### config.mk
export PLATFORM = sky130hd
export DESIGN_NAME = hw2_win_acc_flat
export DESIGN_NICKNAME = d
export VERILOG_FILES = /design/src/rtl/hw2_win_acc_if.sv /design/src/rtl/hw2_win_acc.sv /design/src/flat_wrapper.sv
export SDC_FILE = /design/constraint.sdc
export NUM_CORES = 1
export LEC_CHECK = 0
export CORE_ASPECT_RATIO = 0.9
export CORE_MARGIN = 5
export CORE_UTILIZATION = 50
export DETAILED_ROUTE_END_ITERATION = 8
export HOLD_SLACK_MARGIN = 0.08
export PLACE_DENSITY = 0.79
export SETUP_SLACK_MARGIN = 0.3
export SLEW_MARGIN = 20
export SYNTH_ARGS = -nofsm -noshare
export SYNTH_HDL_FRONTEND = slang
export SYNTH_SLANG_ARGS = --single-unit
export TNS_END_PERCENT = 30
### constraint.sdc
create_clock -name clk -period 4.2 [get_ports clk]
set_input_delay 0.84 -clock clk [delete_from_list [all_inputs] [get_ports clk]]
set_output_delay 0.84 -clock clk [all_outputs]
set_load 0.005 [all_outputs]
### src/rtl/hw2_win_acc_if.sv
// Sample/result bus for hw2_win_acc: samples in from hw2_pipe, window statistics out.
// master drives samples and consumes results; slave is the accumulator.
interface hw2_win_acc_if #(
    parameter int WIDTH = 16,
    parameter int SUM_W = 18
);
    logic [WIDTH-1:0] d;
    logic             d_valid;
    logic             clear;
    logic             out_ready;
    logic             out_valid;
    logic [SUM_W-1:0] sum;
    logic [WIDTH-1:0] max;
    logic [WIDTH-1:0] min;
    logic             ovf;

    modport master (
        output d, d_valid, clear, out_ready,
        input  out_valid, sum, max, min, ovf
    );

    modport slave (
        input  d, d_valid, clear, out_ready,
        output out_valid, sum, max, min, ovf
    );
endinterface

### src/rtl/hw2_win_acc.sv
// Windowed sum/max/min accumulator for hw2_pipe results; never back-pressures its input.
// Define HW2_WIN_ACC_SAT_EN to saturate the sum instead of wrapping modulo 2^SUM_W.
module hw2_win_acc #(
    parameter int WIDTH  = 16,
    parameter int WINDOW = 4,
    parameter int SUM_W  = 18
) (
    input  logic         clk,
    input  logic         reset,
    hw2_win_acc_if.slave bus
);
    localparam int CNT_W = (WINDOW > 2) ? $clog2(WINDOW) : 1;
    localparam logic [CNT_W-1:0] LAST = CNT_W'(WINDOW - 1);

    localparam logic [0:0] EMPTY = 1'b0;
    localparam logic [0:0] FILL  = 1'b1;

    logic [0:0]       state_q, state_d;
    logic [CNT_W-1:0] cnt_q, cnt_d;
    logic [SUM_W-1:0] acc_q, acc_d;
    logic [WIDTH-1:0] rmax_q, rmax_d;
    logic [WIDTH-1:0] rmin_q, rmin_d;
    logic             out_valid_q, out_valid_d;
    logic [SUM_W-1:0] sum_q, sum_d;
    logic [WIDTH-1:0] max_q, max_d;
    logic [WIDTH-1:0] min_q, min_d;
    logic             ovf_q, ovf_d;

    logic [SUM_W-1:0] nacc;
    logic [WIDTH-1:0] nmax;
    logic [WIDTH-1:0] nmin;

    function automatic logic [SUM_W-1:0] acc_add(input logic [SUM_W-1:0] a,
                                                 input logic [WIDTH-1:0] b);
`ifdef HW2_WIN_ACC_SAT_EN
        logic [SUM_W:0] t;
        t = {1'b0, a} + (SUM_W + 1)'(b);
        return t[SUM_W] ? '1 : t[SUM_W-1:0];
`else
        return a + SUM_W'(b);
`endif
    endfunction

    always_comb begin
        nacc = acc_add(acc_q, bus.d);
        nmax = (bus.d > rmax_q) ? bus.d : rmax_q;
        nmin = (bus.d < rmin_q) ? bus.d : rmin_q;
    end

    always_comb begin
        state_d     = state_q;
        cnt_d       = cnt_q;
        acc_d       = acc_q;
        rmax_d      = rmax_q;
        rmin_d      = rmin_q;
        out_valid_d = out_valid_q;
        sum_d       = sum_q;
        max_d       = max_q;
        min_d       = min_q;
        ovf_d       = ovf_q;

        if (out_valid_q && bus.out_ready) begin
            out_valid_d = 1'b0;
        end

        // clear wins over a sample on the same edge and leaves the output register alone
        if (bus.clear) begin
            state_d = EMPTY;
            cnt_d   = '0;
            ovf_d   = 1'b0;
        end else if (bus.d_valid) begin
            if (state_q == EMPTY) begin
                acc_d   = SUM_W'(bus.d);
                rmax_d  = bus.d;
                rmin_d  = bus.d;
                cnt_d   = CNT_W'(1);
                state_d = FILL;
            end else if (cnt_q == LAST) begin
                sum_d       = nacc;
                max_d       = nmax;
                min_d       = nmin;
                out_valid_d = 1'b1;
                if (out_valid_q && !bus.out_ready) begin
                    ovf_d = 1'b1;
                end
                cnt_d   = '0;
                state_d = EMPTY;
            end else begin
                acc_d  = nacc;
                rmax_d = nmax;
                rmin_d = nmin;
                cnt_d  = cnt_q + CNT_W'(1);
            end
        end
    end

    always_ff @(posedge clk or posedge reset) begin
        if (reset) begin
            state_q     <= EMPTY;
            cnt_q       <= '0;
            acc_q       <= '0;
            rmax_q      <= '0;
            rmin_q      <= '0;
            out_valid_q <= 1'b0;
            sum_q       <= '0;
            max_q       <= '0;
            min_q       <= '0;
            ovf_q       <= 1'b0;
        end else begin
            state_q     <= state_d;
            cnt_q       <= cnt_d;
            acc_q       <= acc_d;
            rmax_q      <= rmax_d;
            rmin_q      <= rmin_d;
            out_valid_q <= out_valid_d;
            sum_q       <= sum_d;
            max_q       <= max_d;
            min_q       <= min_d;
            ovf_q       <= ovf_d;
        end
    end

    assign bus.out_valid = out_valid_q;
    assign bus.sum       = sum_q;
    assign bus.max       = max_q;
    assign bus.min       = min_q;
    assign bus.ovf       = ovf_q;
endmodule

### src/flat_wrapper.sv
// flat-port wrapper written by rule: the top's interface ports become plain ports
module hw2_win_acc_flat 
#(
    parameter int WIDTH  = 16,
    parameter int WINDOW = 4,
    parameter int SUM_W  = 18
)
  (clk, reset, bus_d, bus_d_valid, bus_clear, bus_out_ready, bus_out_valid, bus_sum, bus_max, bus_min, bus_ovf);
  hw2_win_acc_if #(.WIDTH(WIDTH), .SUM_W(SUM_W)) bus_i ();
  input  logic clk;
  input  logic reset;
  input wire logic [$bits(bus_i.d)-1:0] bus_d;
  input wire logic [$bits(bus_i.d_valid)-1:0] bus_d_valid;
  input wire logic [$bits(bus_i.clear)-1:0] bus_clear;
  input wire logic [$bits(bus_i.out_ready)-1:0] bus_out_ready;
  output wire logic [$bits(bus_i.out_valid)-1:0] bus_out_valid;
  output wire logic [$bits(bus_i.sum)-1:0] bus_sum;
  output wire logic [$bits(bus_i.max)-1:0] bus_max;
  output wire logic [$bits(bus_i.min)-1:0] bus_min;
  output wire logic [$bits(bus_i.ovf)-1:0] bus_ovf;
  assign bus_i.d = bus_d;
  assign bus_i.d_valid = bus_d_valid;
  assign bus_i.clear = bus_clear;
  assign bus_i.out_ready = bus_out_ready;
  assign bus_out_valid = bus_i.out_valid;
  assign bus_sum = bus_i.sum;
  assign bus_max = bus_i.max;
  assign bus_min = bus_i.min;
  assign bus_ovf = bus_i.ovf;
  hw2_win_acc #(.WIDTH(WIDTH), .WINDOW(WINDOW), .SUM_W(SUM_W)) u_core (.clk(clk), .reset(reset), .bus(bus_i));
endmodule
==> out/results.md <==
• outcome: complete, no violations
• Hold Path Stages: 2
• number of vias per cell: 5.68
• Peak VDD IR: 0.000261 V
• number of buffers inserted by post-CTS setup repair: 0
• area of the core: 11,400 um2
• max-cap violations: 0
• GP Congestion: 0.867
• detailed-route wire length per cell: 16.9 um
• IO buf count: 72
• required time reported for the critical path endpoint: 4.47 ns
• number of endpoints with negative hold slack in the final report: 0
• pin count of the biggest net entering global routing: 69
• leakage component of the power: 3.33 nW
• proportion of synthesized chip area in sequential cells: 44.9%
• buffer type at the clock tree root: sky130_fd_sc_hd__clkbuf_16
• fin util: 62.2%
• Sequential cell area: 2630 um2
• cell-internal power: 2.17 mW
• Diodes inserted: 0
• drt total wl: 13,700 um
• setup repair after global routing missed its margin: false
• fraction of the cycle the final worst path needs: 85.4%
• delay contributed by the slowest stage of the critical path: 0.68 ns
• destination of the worst hold path: u_core.bus.max[10]
• Worst Max-Slew Pin Slew: 0.868 ns
• post-layout net count: 718
• worst-case setup margin in the final layout: 0.615 ns
• data arrival time at the worst-slack endpoint: 3.85 ns
• DR pass1 iterations: 5
• post-synthesis share of cell area spent on full adders, half adders and majority gates: 10.6%
• total negative slack for setup checks: 0 ns
• Peak Freq: 0.279 GHz
• Post-Synthesis Cells: 577
• Slew HR: 42.2%
• area of the multi-input gates: 2960 um2
• Worst setup startpoint: bus_d[0]
• standard-cell row count: 37
• post-synthesis to final-layout area growth: 21.4%
• DRC errors left: 0
• number of clock buffers inserted by TritonCTS: 9
• total gr overflow: 0
• portion of total power attributed to sequential cells: 38.8%
• count of filler cells inserted in the layout: 925
• Die X-Extent: 124 um
• setup skew after layout: 0.00751 ns
• commonest non-fill, non-tap cell in the layout: sky130_fd_sc_hd__dfrtp_1
• H-tree depth reported by CTS: 3
• max-slew violation count: 0
• Net Sw Power: 1.07 mW
• clock transition at the register clock pins on the worst setup and hold paths after CTS: 0.07 ns
• post-DP HPWL: 10,000 um
• buffer depth of the longest clock path: 2
• insertion delay to the later sink of the worst-skew pair: 0.35 ns
• ys flop type: sky130_fd_sc_hd__dfrtp_1
• initial antenna violation count: 0
• vias in the first global route: 4,482
• count of boundary I/O pins: 73
• crit-path cells: clkdlybuf4s50_1 > ha_1 > inv_1 > fa_1 > nor2b_1 > o31a_1 > nor3_1 > o21ai_0 > a31oi_1 > or3_1 > o21ai_0
• height of the die: 113 um
• post-synthesis compound-gate area fraction: 15.9%
• cell mode on critical path: sky130_fd_sc_hd__o21ai_0
• count of flip-flops with a built-in enable after synthesis: 0
• startpoint of the worst-slack reg-to-reg timing path: u_core.rmin_q[2]
• combinational family with the most area after synthesis: compound AO/OA/AOI/OAI gates
• mean post-synth cell area: 10.1 um2
• global-route wire length before repair: 22,500 um
• Syn Nets: 647
• simple-gate share of the synthesized area: 9.04%
• post-placement worst setup slack: 0.283 ns
• total vias in the final route: 4,593
• Worst Hold Class: flip-flop to flip-flop
• minimum clock period after layout: 3.59 ns
• cts hold-fix bufs: 0
• Synth async-reset ratio: 100%
• Max Fanout on Critical Path: 8
• combined global-route utilization of all metal layers: 20.3%
• number of clock sinks: 105
• xor/xnor cell area share of the yosys netlist: 2.09%
• count of cell instances traversed by the critical path: 11
• layout cells sized above 1: 9.65%
• switching part of the total power: 33.0%
• power density over cell area: 456 nW/um2
• fraction of synthesized area in multiplexers: 12.7%
• post-synthesis cell type count: 46
• start-to-end type of the worst setup path: input pin to flip-flop
• combinational share of power: 32.8%
• initial core utilization: 51.2%
• Die Area: 14,000 um2
• destination of the worst register-to-register timing path: u_core.rmin_q[12]
• post-route ant nets: 0
• crit-path leading delay family: compound AO/OA/AOI/OAI gates
• clock network fraction of design power: 28.4%
• combined buffer and inverter count along the critical path: 2
• TritonCTS clock tree: yes
• origin of the worst min-delay path: u_core.bus.max[10]
• total of warnings raised by yosys: 0
• Setup-failing EPs final: 0
• post-synthesis cell area: 5860 um2
• synthesis-stage register bit count: 105
• reg2reg path depth: 9
• sort of element at the end of the critical path: flip-flop
• Startpoint Class: input pin
• Initial DRC Count: 383
• Register-to-Register Setup Slack: 1.27 ns
• number of gates resized after CTS: 0
• commonest non-fill, non-tap cells in the layout: sky130_fd_sc_hd__dfrtp_1 (105), sky130_fd_sc_hd__o21ai_0 (73), sky130_fd_sc_hd__clkdlybuf4s50_1 (72)
• Critical-path top delay cell: sky130_fd_sc_hd__clkdlybuf4s50_1
-- layer usage --
layer  vias to the layer above  wire, um  share of wire, %  track usage (%)
met5                         -         0                 0                0
met4                         0       121              0.88             4.67
met3                        10       952               7.0             4.79
met2                       163      6390                47             31.7
met1                      2235      6220                45             28.8
li1                       2185         -                 -                -
-- worst max-delay path by stage --
stage	end	slack, ns
6_report	u_core.acc_q[16]	0.61
5_1_grt	u_core.acc_q[16]	0.47
4_1_cts	u_core.acc_q[16]	0.62
3_5_place_dp	u_core.acc_q[16]	0.28
3_3_place_gp	u_core.acc_q[16]	0.42
2_1_floorplan	u_core.acc_q[0]	0.60
-- area by class of cell --
cell class | instances | share of cell area (%)
multi-input cells | 405 | 41.6
well taps | 156 | 2.75
inverters | 42 | 2.25
clock inverters | 6 | 1.37
clock buffers | 10 | 3.22
flip-flops and latches | 105 | 37.0
repair buffers | 85 | 11.9
-- per-stage QoR --
| stage | cells | hold slack [ns] | area [um2] | power (mW) |
|---|---|---|---|---|
| CTS | 809 | 0.488 | 7110 | 3.25 |
| detailed placement | 793 | 0.471 | 6780 | 2.32 |
| global placement | 793 | 0.462 | 6780 | 2.26 |
| floorplan | 577 | 0.473 | 5860 | 2.01 |
| finish | 809 | 0.484 | 7110 | 3.24 |
| global route | 809 | 0.521 | 7110 | 3.43 |
-- synthesized netlist by cell type (all sizes together) (6+ instances only) --
cell type  number  area [um2]
inv            42         158
clkbuf         17        63.8
mux2i          34         340
xor2            6        52.6
a21o            6        45.0
nand2b          6        37.5
ha             48         601
o21ai          74         370
dfrtp         105        2630
nand2          69         259
mux2           33         405
a21oi          30         150
nor2           18        67.6
a22oi          14         105
xnor2           8        70.1
buf             8        55.1
nand3          11        55.1
-- power groups by stage --
stage	sequential [mW]	combinational, mW	clock [mW]
global placement	1.26	1.00	0
finish	1.26	1.06	0.921
CTS	1.25	1.06	0.941
global route	1.27	1.17	0.978
floorplan	1.24	0.769	0
detailed placement	1.27	1.05	0
-- kinds of logic after synthesis --
group / Yosys count
xor+xnor: 14
flops: 105
compound gates: 154
fa+ha+maj: 49
simple gates: 121
buf+inv: 67
mux: 67
-- sequential cells by signal (all words and copies together) (netlist names) --
name	cells
u_core.acc_q	18
u_core.bus.max	16
u_core.bus.min	16
u_core.bus.out_valid	1
u_core.bus.ovf	1
u_core.bus.sum	18
u_core.cnt_q	2
u_core.rmax_q	16
u_core.rmin_q	16
u_core.state_q	1
-- tightest hold or removal path, stage by stage (launching register included) --
cell	delay, ns
sky130_fd_sc_hd__dfrtp_1	0.35
sky130_fd_sc_hd__nand2_1	0.05
sky130_fd_sc_hd__o21ai_0	0.06
(Power assumes the default switching activity.)
